==> src/rtl/countdown_timer_pkg.sv <==
// Shared definitions for the countdown timer: FSM state encodings and default width.
package countdown_timer_pkg;

    localparam int DEFAULT_WIDTH = 3;

    typedef enum logic [1:0] {
        IDLE    = 2'd0,
        RUN     = 2'd1,
        EXPIRED = 2'd2
    } state_t;

endpackage

==> src/rtl/countdown_core.sv <==
// Count register of the countdown timer: load, reload, force-to-zero and decrement muxing.
// Priority: load > reload > to_zero > dec > hold.
module countdown_core #(
    parameter int WIDTH = countdown_timer_pkg::DEFAULT_WIDTH
) (
    input  logic             clock,
    input  logic             clear,
    input  logic             load,
    input  logic [WIDTH-1:0] load_value,
    input  logic             reload,
    input  logic             to_zero,
    input  logic             dec,
    output logic [WIDTH-1:0] q
);

    logic [WIDTH-1:0] q_q, q_d;
    logic [WIDTH-1:0] reload_q, reload_d;

    always_comb begin
        q_d      = q_q;
        reload_d = reload_q;
        if (load) begin
            q_d      = load_value;
            reload_d = load_value;
        end else if (reload) begin
            q_d = reload_q;
        end else if (to_zero) begin
            q_d = '0;
        end else if (dec) begin
            q_d = q_q - WIDTH'(1);
        end
    end

    always_ff @(posedge clock or posedge clear) begin
        if (clear) begin
            q_q      <= '0;
            reload_q <= '0;
        end else begin
            q_q      <= q_d;
            reload_q <= reload_d;
        end
    end

    assign q = q_q;

endmodule

==> src/rtl/countdown_timer.sv <==
// Loadable down counter with one-cycle done pulse, one-shot or periodic reload.
// Optional COUNTDOWN_OVERRUN_EN adds ack input and sticky overrun output.
module countdown_timer
    import countdown_timer_pkg::*;
#(
    parameter int WIDTH = DEFAULT_WIDTH
) (
    input  logic             clock,
    input  logic             clear,
    input  logic             load,
    input  logic [WIDTH-1:0] load_value,
    input  logic             enable,
    input  logic             reload_mode,
`ifdef COUNTDOWN_OVERRUN_EN
    input  logic             ack,
    output logic             overrun,
`endif
    output logic [WIDTH-1:0] q,
    output logic             busy,
    output logic             zero,
    output logic             done
);

    state_t state_q, state_d;
    logic   done_q, done_d;
    logic   core_reload, core_to_zero, core_dec;

    always_comb begin
        state_d      = state_q;
        done_d       = 1'b0;
        core_reload  = 1'b0;
        core_to_zero = 1'b0;
        core_dec     = 1'b0;
        // Load wins over a terminal count in the same cycle.
        if (load) begin
            if (load_value != '0) begin
                state_d = RUN;
            end else begin
                state_d = EXPIRED;
                done_d  = 1'b1;
            end
        end else if (state_q == RUN && enable) begin
            if (q == WIDTH'(1)) begin
                done_d = 1'b1;
                if (reload_mode) begin
                    core_reload = 1'b1;
                end else begin
                    core_to_zero = 1'b1;
                    state_d      = EXPIRED;
                end
            end else begin
                core_dec = 1'b1;
            end
        end
    end

    always_ff @(posedge clock or posedge clear) begin
        if (clear) begin
            state_q <= IDLE;
            done_q  <= 1'b0;
        end else begin
            state_q <= state_d;
            done_q  <= done_d;
        end
    end

    countdown_core #(
        .WIDTH(WIDTH)
    ) u_core (
        .clock      (clock),
        .clear      (clear),
        .load       (load),
        .load_value (load_value),
        .reload     (core_reload),
        .to_zero    (core_to_zero),
        .dec        (core_dec),
        .q          (q)
    );

    assign busy = (state_q == RUN);
    assign zero = (q == '0);
    assign done = done_q;

`ifdef COUNTDOWN_OVERRUN_EN
    logic pending_q, pending_d;
    logic overrun_q, overrun_d;

    // A visible done pulse sets pending even when ack arrives in the same cycle.
    always_comb begin
        pending_d = pending_q;
        overrun_d = overrun_q;
        if (done_q) begin
            pending_d = 1'b1;
            if (pending_q && !ack) begin
                overrun_d = 1'b1;
            end
        end else if (ack) begin
            pending_d = 1'b0;
        end
    end

    always_ff @(posedge clock or posedge clear) begin
        if (clear) begin
            pending_q <= 1'b0;
            overrun_q <= 1'b0;
        end else begin
            pending_q <= pending_d;
            overrun_q <= overrun_d;
        end
    end

    assign overrun = overrun_q;
`endif

endmodule

==> config.mk <==
export PLATFORM = sky130hd
export DESIGN_NAME = countdown_timer
export DESIGN_NICKNAME = d
export VERILOG_FILES = /design/src/rtl/countdown_timer_pkg.sv /design/src/rtl/countdown_core.sv /design/src/rtl/countdown_timer.sv
export SDC_FILE = /design/constraint.sdc
export NUM_CORES = 1
export LEC_CHECK = 0
export ABC_CLOCK_PERIOD_IN_PS = 1400
export CORE_AREA = 2 2 39 41
export DETAILED_ROUTE_END_ITERATION = 8
export DIE_AREA = 0 0 41 43
export DONT_BUFFER_PORTS = 1
export PLACE_DENSITY_LB_ADDON = 0.05
export SLEW_MARGIN = 20
export SYNTH_ARGS = -nofsm -noshare
export SYNTH_HDL_FRONTEND = slang
export SYNTH_SLANG_ARGS = --single-unit
==> constraint.sdc <==
create_clock -name clock -period 1.4 [get_ports clock]
set_input_delay 0.14 -clock clock [delete_from_list [all_inputs] [get_ports clock]]
set_output_delay 0.14 -clock clock [all_outputs]
set_load 0.03 [all_outputs]
# == Word-level counts from Yosys, hierarchy flattened ==
# Index checks and enable logic that the tools add are counted.
# word_totals
wordCells,39
reg_bits,9
latchBits,0
memories,0
ram_bits,0
inputBits,8
out_inout_bits,6
romBits,0
# classes
magnitude_cmp,0
add_sub_neg,1
shifts,0
n_reduce_logical,7
div,0
muxes,24
eq_ne,3
multipliers,0
bitwise,0
# op_table
op,n
2-to-1 mux 1 bit,15
2-to-1 mux 3 bit,4
2-to-1 mux 2 bit,5
nonzero test 2 bit,2
nonzero test 4 bit,1
"== test 3 x 1 -> 1 bit, second input constant",1
zero test 3 bit,1
AND reduction 3 bit,1
nonzero test 3 bit,1
"subtractor 3 x 1 -> 3 bit, second input constant",1
"== test 2 x 1 -> 1 bit, second input constant",1
"!= test 2 bit, second input constant",1
logical AND 1 bit,1

# == Logic depth before layout (Yosys ltp) ==
# Gate-level depths: netlist of run 1.
# logic_depth
ltp_word,8
mapped_depth,6
depth_no_buf,6

# == Hierarchy ==
# Synthesis of run 1 repeated with hierarchy kept, for this count alone.
# hier_totals
hier_cells,52
area_unflattened_um2,540.5
# by_module_without_submodules
module,cells_each,area_each_um2,seq_area_each_um2,n_inst
countdown_core,31,325.3,150.1,1
countdown_timer,21,215.2,75.1,1

# == Worst setup path after synthesis of run 1 ==
# OpenSTA, ideal clock, no wires.
# synth_path
kind,register to register
from,"reg u_core.q_q[1], in the netlist u_core.q[1]"
to,reg state_q[1]
synth_period_minus_slack_ps,1611
required_time_ps,1276
setup_time_ps,124
arrival_ps,1487
slack_ps,-211
stages_incl_launch_ff,7
cell_sequence,dfrtp_1 -> inv_1 -> ha_1 -> nor2b_1 -> and2_4 -> nor2b_4 -> o31a_1
# synth_via
elab_chain_len,3
# synth_rtl
element,line,text
"start, declared",countdown_core.sv:16,"logic [WIDTH-1:0] q_q, q_d;"
"start signal, assigned",countdown_core.sv:39,q_q <= q_d;
== test 3 x 1 -> 1 bit,countdown_timer.sv:43,if (q == WIDTH'(1)) begin
nonzero test 2 bit (no line),n/a,
AND reduction 3 bit (no line),n/a,
"end signal, assigned",countdown_timer.sv:62,state_q <= state_d;
"end, declared",countdown_timer.sv:24,"state_t state_q, state_d;"
# No other way between the ends.
# A chain may end at the register's enable or synchronous reset.

# == Worst setup path in the final report of run 1 ==
# layout_path
from,"reg u_core.q_q[0], in the netlist u_core.q[0]"
to,reg state_q[1]
# The elaborated chain is that of the path after synthesis.

==> impl_metrics.tcl, run 1 <==
set metrics [dict create \
    status "completed" \
    core_sq_um 1380 \
    crit_arrival_ps 1500 \
    grt_start_max_net_pins 13 \
    detailed_place_hpwl_um 769 \
    hold_viol 0 \
    setup_viol 0 \
    start_util_pct 35.1 \
    drc_errors 0 \
    endpoint_kind "register" \
    synth_cell_types 23 \
    slew_headroom_pct 70.5 \
    wl_per_cell_um 14.0 \
    grt_overflow 0 \
    netlist_area_sq_um 485 \
    synth_compound_area_share_pct 14.9 \
    finalNetCount 73 \
    leakagePower_nw 0.293 \
    pre_cts_ws_ps 68.4 \
    reg2reg_depth 5 \
    synth-seq-area-share_pct 46.4 \
    yosys.area_share.xor_xnor_pct 0 \
    antenna_found_initial 0 \
    cts-buffers-inserted 3 \
    gp_congestion 0.739 \
    syn-num-nets 60 \
    synth_top_family_by_area "simple AND/OR/NAND/NOR gates" \
    max_cap_violations 0 \
    rows 14 \
    critical_path_class "reg2reg" \
    period_needed_ps 1340 \
    final_cell_area_sq_um 649 \
    area_delta_synth_final_pct 33.8 \
    n_fill_cell 140 \
    drive_gt1_share_pct 36.1 \
    start_kind "register" \
    vias 403 \
    grt_pass1_vias 386 \
    wl_met3_um 92 \
    drtAntennaViolNets 0 \
    diodes 0 \
    clk-insertion-delay-late_ps 270 \
    cts_tree "yes" \
    ys_ff_latch 9 \
    finalClockSkew_ps 2.77 \
    yosys_warnings 0 \
    htree_levels 1 \
    seq_area_sq_um 228 \
    fp.dieW_um 41 \
    io_pins 14 \
    worst_pin_slew_ps 439 \
    postPlaceCellArea_sq_um 554 \
    cts.clk_slew.worst_paths_ps 70 \
    highest_layer "met3" \
    min_from "load" \
    synth_mux_area_share_pct 2.06 \
    r2r_start "u_core.q[0]" \
    whs_path_depth 1 \
    synth-simple-area-share_pct 25.0 \
    syn_inst 49 \
    worst_slack_ps 56.8 \
    dieHeight_um 43 \
    grt_pass1_wl_mm 1.68 \
    port_buffers 0 \
    wl_met2_um 567 \
    dieArea_sq_um 1760 \
    drv_slew 0 \
    multiInputGateArea_sq_um 278 \
    drt-initial-drc-count 10 \
    period_share_pct 95.9 \
    layout_common_cells "nand2_1, dfrtp_1, buf_4" \
    reg2reg_slack_ps 60 \
    r2r-end "state_q[1]" \
    clock_path_buffers 2 \
    viasPerCell 5.23 \
    critPathMaxFanout 4 \
    min_path_type "in2reg" \
    cts_sinks 9 \
    gr-usage-all-layers_pct 14.5 \
    synth_fa_ha_area_share_pct 7.73 \
    timing.fmax_mhz 745 \
    holdPathEnd "done" \
    cellPowerDensity_nw_per_um2 1090 \
    required_ps 1560 \
    wl_met1_um 415 \
    peakVddDrop_mv 0.567 \
    root_buffer "clkbuf_4" \
    routed_wl_mm 1.08 \
    synth.avg_cell_area_sq_um 9.91 \
    first_pass_iters 3 \
]
==> power by group <==
part	total, mW	internal, mW	switching [mW]	leakage (nW)
combinational	0.187	0.0859	0.102	0.169
clock	0.209	0.106	0.103	0.0177
sequential	0.311	0.286	0.0255	0.107
==> cell usage after synthesis <==
| cell type | instances | area share (%) |
|---|---|---|
| a21oi_1 | 1 | 1.0 |
| a311oi_1 | 1 | 1.8 |
| and2_4 | 1 | 1.8 |
| and2b_2 | 1 | 1.8 |
| and3b_1 | 1 | 1.8 |
| clkbuf_1 | 1 | 0.77 |
| dfrtp_1 | 9 | 46 |
| ha_1 | 3 | 7.7 |
| inv_1 | 4 | 3.1 |
| mux2i_1 | 1 | 2.1 |
| nand2_1 | 7 | 5.4 |
| nand2b_1 | 3 | 3.9 |
| nand3b_1 | 1 | 1.5 |
| nor2_1 | 3 | 2.3 |
| nor2b_1 | 2 | 2.6 |
| nor2b_4 | 1 | 2.8 |
| nor3_1 | 1 | 1.0 |
| o21a_1 | 1 | 1.5 |
| o21ai_0 | 1 | 1.0 |
| o21ai_1 | 1 | 1.0 |
| o221ai_1 | 2 | 3.6 |
| o31a_1 | 1 | 1.8 |
| o31ai_1 | 2 | 3.1 |
==> critical path, stage by stage, from the launching register on <==
cell,delay [ps]
dfrtp_2,450
ha_4,170
nor2b_4,130
and2_4,150
nor2b_4,120
o31a_1,220
==> routing by layer <==
layer | vias to the layer above | GRT usage [%]
met5 | - | 0
met3 | 0 | 9.42
met1 | 193 | 16.6
met4 | 0 | 4.00
met2 | 17 | 21.6
li1 | 193 | -
==> stage by stage <==
step / util (%) / std cells / hold slack (ps) / setup TNS, ps / power, mW
floorplan: - / 49 / -32.2 / -18.3 / 0.430
global placement: 40.1 / 68 / 4.54 / 0 / 0.466
detailed placement: 40.1 / 68 / 19.0 / 0 / 0.471
CTS: 43.5 / 74 / 0.837 / 0 / 0.689
global route: 46.9 / 77 / 1.14 / -30.1 / 0.751
finish: 46.9 / 77 / 4.71 / 0 / 0.708
==> layout make-up <==
type,instances,share of cell area (%)
multi-input combinational,35,42.8
sequential,9,35.1
timing repair buffer,9,12.1
clock buffer,3,3.47
tap,16,3.08
inverter,4,2.70
clock inverter,1,0.771
==> state kept, by name, indices dropped and copies added, names as in the netlist <==
signal / flops
state_q: 2
u_core.q: 3
done: 1
u_core.reload_q: 3
==> kinds of logic after synthesis <==
| logic type | count (synthesis) |
|---|---|
| muxes | 1 |
| and+or+nand+nor | 21 |
| AOI/OAI and AO/OA | 10 |
| buffers and inverters | 5 |
| DFF | 9 |
| adders and majority gates | 3 |
==> what timing repair did <==
action,CTS,global route
endpoints found under the setup margin,0,2
buffers inserted,0,2
endpoints found under the hold margin,11,1
hold buffers,2,1
resized for setup,0,6
==> worst max-delay path by stage <==
stage          cells past startpoint          end   startpoint  slack, ps
3_5_place_dp                       5   state_q[1]  u_core.q[0]         70
2_1_floorplan                      6   state_q[1]  u_core.q[1]        -20
3_3_place_gp                       5   state_q[1]  u_core.q[0]         90
5_1_grt                            6  u_core.q[2]  u_core.q[0]        -30
6_report                           5   state_q[1]  u_core.q[0]         60
4_1_cts                            4         zero  u_core.q[0]         10
Power figures use the tool's default switching activity.
==> inputs of run 2 (changes only) <==
--- a/config.mk
+++ b/config.mk
@@ -11,7 +11,8 @@
 export DIE_AREA = 0 0 41 43
 export DONT_BUFFER_PORTS = 1
 export PLACE_DENSITY_LB_ADDON = 0.05
-export SLEW_MARGIN = 20
+export SLEW_MARGIN = 30
 export SYNTH_ARGS = -nofsm -noshare
 export SYNTH_HDL_FRONTEND = slang
+export SYNTH_HIERARCHICAL = 1
 export SYNTH_SLANG_ARGS = --single-unit
==> impl_metrics.tcl, run 2 <==
set metrics [dict create \
    period_needed_ps 1710 \
    violations "setup timing" \
    drv_slew 0 \
    worst_pin_slew_ps 421 \
    slowest_delay_ps 440 \
    cellPowerDensity_nw_per_um2 1140 \
    cp_num_cells 5 \
    antenna_found_initial 0 \
    cts_tree "yes" \
    cpMaxStageDelayCell "or3b_4" \
    port_buffers 0 \
    cts_sinks 9 \
    detailed_place_hpwl_um 979 \
    setup_viol 3 \
    drt-initial-drc-count 23 \
    timing.fmax_mhz 585 \
    yosysMostFrequentCell "dfrtp_1" \
    finalNetCount 76 \
    clock_path_buffers 2 \
    synth.avg_cell_area_sq_um 10.4 \
    crit_top_cell "nor2_1" \
    synth.largest_area_cell "dfrtp_1" \
    cp.buffers_inverters 0 \
    clkPwrFrac_pct 25.4 \
    synthTopCellsByCount "dfrtp_1, inv_1, nor2_1" \
    drive_gt1_share_pct 47.0 \
    required_ps 1540 \
    finalClockSkew_ps 4.47 \
    layout_common_cells "buf_4, inv_1, dfrtp_1" \
    grt_pass1_wl_mm 2.16 \
    area_delta_synth_final_pct 31.9 \
    postPlaceCellArea_sq_um 628 \
    start_kind "register" \
    ys_ff_latch 9 \
    syn_inst 52 \
    endpoint_kind "register" \
    io_pins 14 \
    start_util_pct 39.1 \
    synth_cell_types 25 \
    setup_tns_ps -905 \
    final_common_cell "buf_4" \
    instances_no_fill 82 \
    worstPathCellList "or3b_4, nor2b_4, or4_4, nor2_1, nor2_1" \
    period_share_pct 122 \
    min_path_type "in2reg" \
    final_util_pct 51.5 \
    intPower_mw 0.532 \
    htree_levels 1 \
    netSwitchingPower_mw 0.281 \
    hold_slack_ps 26.4 \
    reg2reg_depth 5 \
    status "complete, but fails checks" \
    synth_edf_count 0 \
    gr-usage-all-layers_pct 18.8 \
    grt_overflow 0 \
    viasPerCell 5.91 \
    synthFlopType "dfrtp_1" \
    grt_start_max_net_pins 17 \
    drtAntennaViolNets 0 \
    swShare_pct 34.5 \
    critPathMaxFanout 4 \
    fp.dieW_um 41 \
    synthTopCellsByArea "dfrtp_1, mux2_2, a222oi_1, inv_1, nor2_1" \
    gp_congestion 0.799 \
    cts.clk_slew.worst_paths_ps 60 \
    pwr-share-seq_pct 38.7 \
    whs_path_depth 1 \
    r2r_start "u_core/q[1]" \
    vias 485 \
    diodes 0 \
    yosysTopAreaCellShare_pct 41.7 \
    grt_pass1_vias 485 \
    critical_path_class "reg2reg" \
    peakVddDrop_mv 0.448 \
    critPathTopFamily "simple AND/OR/NAND/NOR gates" \
    reg2reg_slack_ps -310 \
    clk-insertion-delay-late_ps 260 \
    first_pass_iters 5 \
    pre_cts_ws_ps -271 \
    synthArstFlopShare_pct 100 \
    rows 14 \
    syn-num-nets 61 \
    endpoint "u_core/q[1]" \
    dieHeight_um 43 \
    p_comb_share_pct 35.9 \
    yosys_warnings 6 \
    core_sq_um 1380 \
    dieArea_sq_um 1760 \
    leakagePower_nw 0.317 \
    drc_errors 0 \
    rsz0062_at_grt "yes" \
    hold_viol 0 \
    wl_per_cell_um 16.4 \
    startpoint "u_core/q[1]" \
    synth-seq-area-share_pct 41.7 \
    routed_wl_mm 1.34 \
    crit_arrival_ps 1850 \
    worst_slack_ps -310 \
    r2r-end "u_core/q[1]" \
    max_cap_violations 0 \
    cts-buffers-inserted 3 \
    final_cell_area_sq_um 713 \
    p_total_mw 0.813 \
    netlist_area_sq_um 541 \
    slew_headroom_pct 71.5 \
    root_buffer "clkbuf_4" \
    placed_cells 76 \
]
-- run 2: final cells by class --
| class | instances | area (sq um) |
|---|---|---|
| sequential | 9 | 229 |
| multi-input combinational | 36 | 323 |
| tap | 16 | 20.0 |
| clock buffer | 4 | 26.3 |
| inverter | 6 | 22.5 |
| fill | 135 | 671 |
| timing repair buffer | 11 | 92.6 |
-- run 2: cells by family (layout without fill, tap and decap cells) --
| logic type | count (synthesis) | in the layout | synth area share (%) |
|---|---|---|---|
| buf+inv | 7 | 21 | 6.25 |
| flops | 9 | 9 | 41.7 |
| compound gates | 8 | 8 | 13.0 |
| fa+ha+maj | 1 | 1 | 2.31 |
| simple gates | 24 | 24 | 30.6 |
| mux | 3 | 3 | 6.25 |
-- run 2: power by group through the flow --
| stage | clock network, mW | registers [mW] | logic [mW] |
|---|---|---|---|
| finish | 0.206 | 0.315 | 0.292 |
| global route | 0.228 | 0.318 | 0.313 |
| CTS | 0.217 | 0.313 | 0.266 |
| detailed placement | 0 | 0.318 | 0.256 |
| global placement | 0 | 0.317 | 0.248 |
| floorplan | 0 | 0.359 | 0.137 |
-- run 2: worst min-delay path by stage --
| stage | startpoint | endpoint | slack (ps) |
|---|---|---|---|
| 2_1_floorplan | clear | done | -110 |
| 3_3_place_gp | clear | state_q[0] | -100 |
| 3_5_place_dp | clear | state_q[1] | -90 |
| 4_1_cts | load_value[2] | u_core/reload_q[2] | 10 |
| 5_1_grt | load_value[0] | u_core/reload_q[0] | 20 |
| 6_report | load_value[2] | u_core/reload_q[2] | 30 |
-- run 2: timing repair --
action,CTS,global route
setup endpoints to repair,4,4
setup buffers,0,1
pin swaps,1,5
resized for setup,2,7
endpoints found under the hold margin,9,0
hold buffers,1,0
-- run 2: routing by layer --
metal  global-route usage [%]  wire length (um)  vias to the layer above
li1                         -                 -                      218
met1                     22.7               480                      239
met2                     27.5               735                       28
met3                     5.76               126                        0
met4                     12.0                 0                        0
met5                        0                 0                        -
==> inputs of run 3 (changes only) <==
--- a/config.mk
+++ b/config.mk
@@ -6,9 +6,9 @@
 export NUM_CORES = 1
 export LEC_CHECK = 0
 export ABC_CLOCK_PERIOD_IN_PS = 1400
-export CORE_AREA = 2 2 39 41
+export CORE_AREA = 8 8 45 47
 export DETAILED_ROUTE_END_ITERATION = 8
-export DIE_AREA = 0 0 41 43
+export DIE_AREA = 0 0 53 55
 export DONT_BUFFER_PORTS = 1
 export PLACE_DENSITY_LB_ADDON = 0.05
 export SLEW_MARGIN = 30
==> impl_metrics.tcl, run 3 (synthesized netlist as in run 2, its figures left out) <==
set metrics [dict create \
    slowest_delay_ps 430 \
    diodes 0 \
    critPathMaxFanout 4 \
    cts.clk_slew.worst_paths_ps 60 \
    root_buffer "clkbuf_4" \
    worstPathCellList "or3b_4, nor2b_4, or4_4, nor2_1, nor2_1" \
    final_util_pct 50.2 \
    critical_path_class "reg2reg" \
    instances_no_fill 82 \
    cpMaxStageDelayCell "or3b_4" \
    drtAntennaViolNets 0 \
    violations "setup timing" \
    hold_viol 0 \
    timing.fmax_mhz 585 \
    drc_errors 0 \
    final_common_cell "buf_4" \
    status "complete, but fails checks" \
    htree_levels 1 \
    placed_cells 76 \
    crit_top_cell "nor2_1" \
    period_share_pct 122 \
    grt_pass1_vias 475 \
    period_needed_ps 1710 \
    gp_congestion 0.846 \
    first_pass_iters 5 \
    cts-buffers-inserted 3 \
    vias 470 \
    clk-insertion-delay-late_ps 270 \
    pre_cts_ws_ps -273 \
    finalClockSkew_ps 3.75 \
    drive_gt1_share_pct 45.5 \
    start_util_pct 39.1 \
    seq_area_sq_um 229 \
    port_buffers 0 \
    critPathTopFamily "simple AND/OR/NAND/NOR gates" \
    drt-initial-drc-count 40 \
    n_fill_cell 128 \
    startpoint "u_core/q[1]" \
    rows 14 \
    antenna_found_initial 0 \
    core_sq_um 1380 \
    layout_common_cells "buf_4, inv_1, dfrtp_1" \
    min_path_type "in2reg" \
    cp.buffers_inverters 0 \
    leakagePower_nw 0.312 \
    io_pins 14 \
    gr-usage-all-layers_pct 11.2 \
    r2r-end "u_core/q[0]" \
    fp.dieW_um 53 \
    endpoint "u_core/q[0]" \
    required_ps 1540 \
    multiInputGateArea_sq_um 303 \
    setup_viol 5 \
    dieHeight_um 55 \
    viasPerCell 5.73 \
    reg2reg_slack_ps -310 \
    drv_slew 0 \
    worst_pin_slew_ps 501 \
    area_delta_synth_final_pct 28.5 \
    reg2reg_depth 5 \
    crit_arrival_ps 1850 \
    rsz0062_at_grt "yes" \
    grt_start_max_net_pins 17 \
    routed_wl_mm 1.48 \
    grt_overflow 0 \
    cts_tree "yes" \
    cts_sinks 9 \
    cp_num_cells 5 \
    cellPowerDensity_nw_per_um2 1160 \
    grt_pass1_wl_mm 2.30 \
    endpoint_kind "register" \
    max_cap_violations 0 \
    start_kind "register" \
    wl_per_cell_um 18.0 \
    finalNetCount 76 \
    p_total_mw 0.806 \
    clock_path_buffers 2 \
    worst_slack_ps -308 \
    detailed_place_hpwl_mm 1.11 \
    r2r_start "u_core/q[1]" \
    slew_headroom_pct 66.2 \
    dieArea_sq_um 2920 \
    peakVddDrop_mv 0.607 \
]
run 3: cell count changes in the layout (fill, tap and decap cells not counted):
cell	previous run	this run
nor3_4	3	1
clkbuf_1	1	0
clkinv_2	0	1
nor2_1	4	5
nor2_2	2	1
nor3_1	1	2
nor3_2	1	2
run 3: worst min-delay path by stage:
| stage | cells past startpoint | startpoint | slack (ps) | end |
|---|---|---|---|---|
| 5_1_grt | 1 | load_value[1] | 10 | u_core/reload_q[1] |
| 3_5_place_dp | 1 | clear | -90 | state_q[0] |
| 2_1_floorplan | 1 | clear | -110 | done |
| 6_report | 1 | load_value[0] | 20 | u_core/reload_q[0] |
| 3_3_place_gp | 1 | clear | -100 | state_q[0] |
| 4_1_cts | 1 | load_value[0] | 20 | u_core/reload_q[0] |
run 3: worst register-to-register path, delay by kind of cell, from the launching register on:
kind / cells / cell delay, ps
simple gates: 5 / 1190
flops: 1 / 400
run 3: cell type report:
class,instances,share of cell area (%)
Multi-Input combinational cell,36,43.6
Inverter,6,3.24
Clock inverter,1,0.721
Timing Repair Buffer,11,13.3
Clock buffer,3,3.24
Tap cell,16,2.88
Sequential cell,9,33.0
run 3: power by group:
group	switching (mW)	leakage (nW)	internal, mW
Combinational	0.158	0.190	0.128
Clock	0.0976	0.0177	0.106
Sequential	0.0237	0.105	0.293
run 3: per-layer routing:
layer,up-vias,routed length [um],track usage (%)
met4,0,21,6.47
met2,23,739,19.1
met5,-,0,0
met3,3,137,4.81
met1,224,581,11.3
li1,220,-,-
run 3: per-stage QoR:
stage / hold WS, ps / TNS (ps) / cell area (sq um)
4_1_cts: 22.2 / -830 / 672
3_3_place_gp: -96.3 / -737 / 628
2_1_floorplan: -106 / -1040 / 552
5_1_grt: 10.2 / -1140 / 694
3_5_place_dp: -92.6 / -805 / 628
6_report: 22.1 / -976 / 694
run 3: timing repair:
| action | CTS | global route |
|---|---|---|
| pin swaps | 0 | 2 |
| hold buffers | 1 | 0 |
| endpoints found under the setup margin | 3 | 4 |
| endpoints found under the hold margin | 9 | 0 |
| resized for setup | 1 | 4 |
| buffers inserted | 0 | 1 |
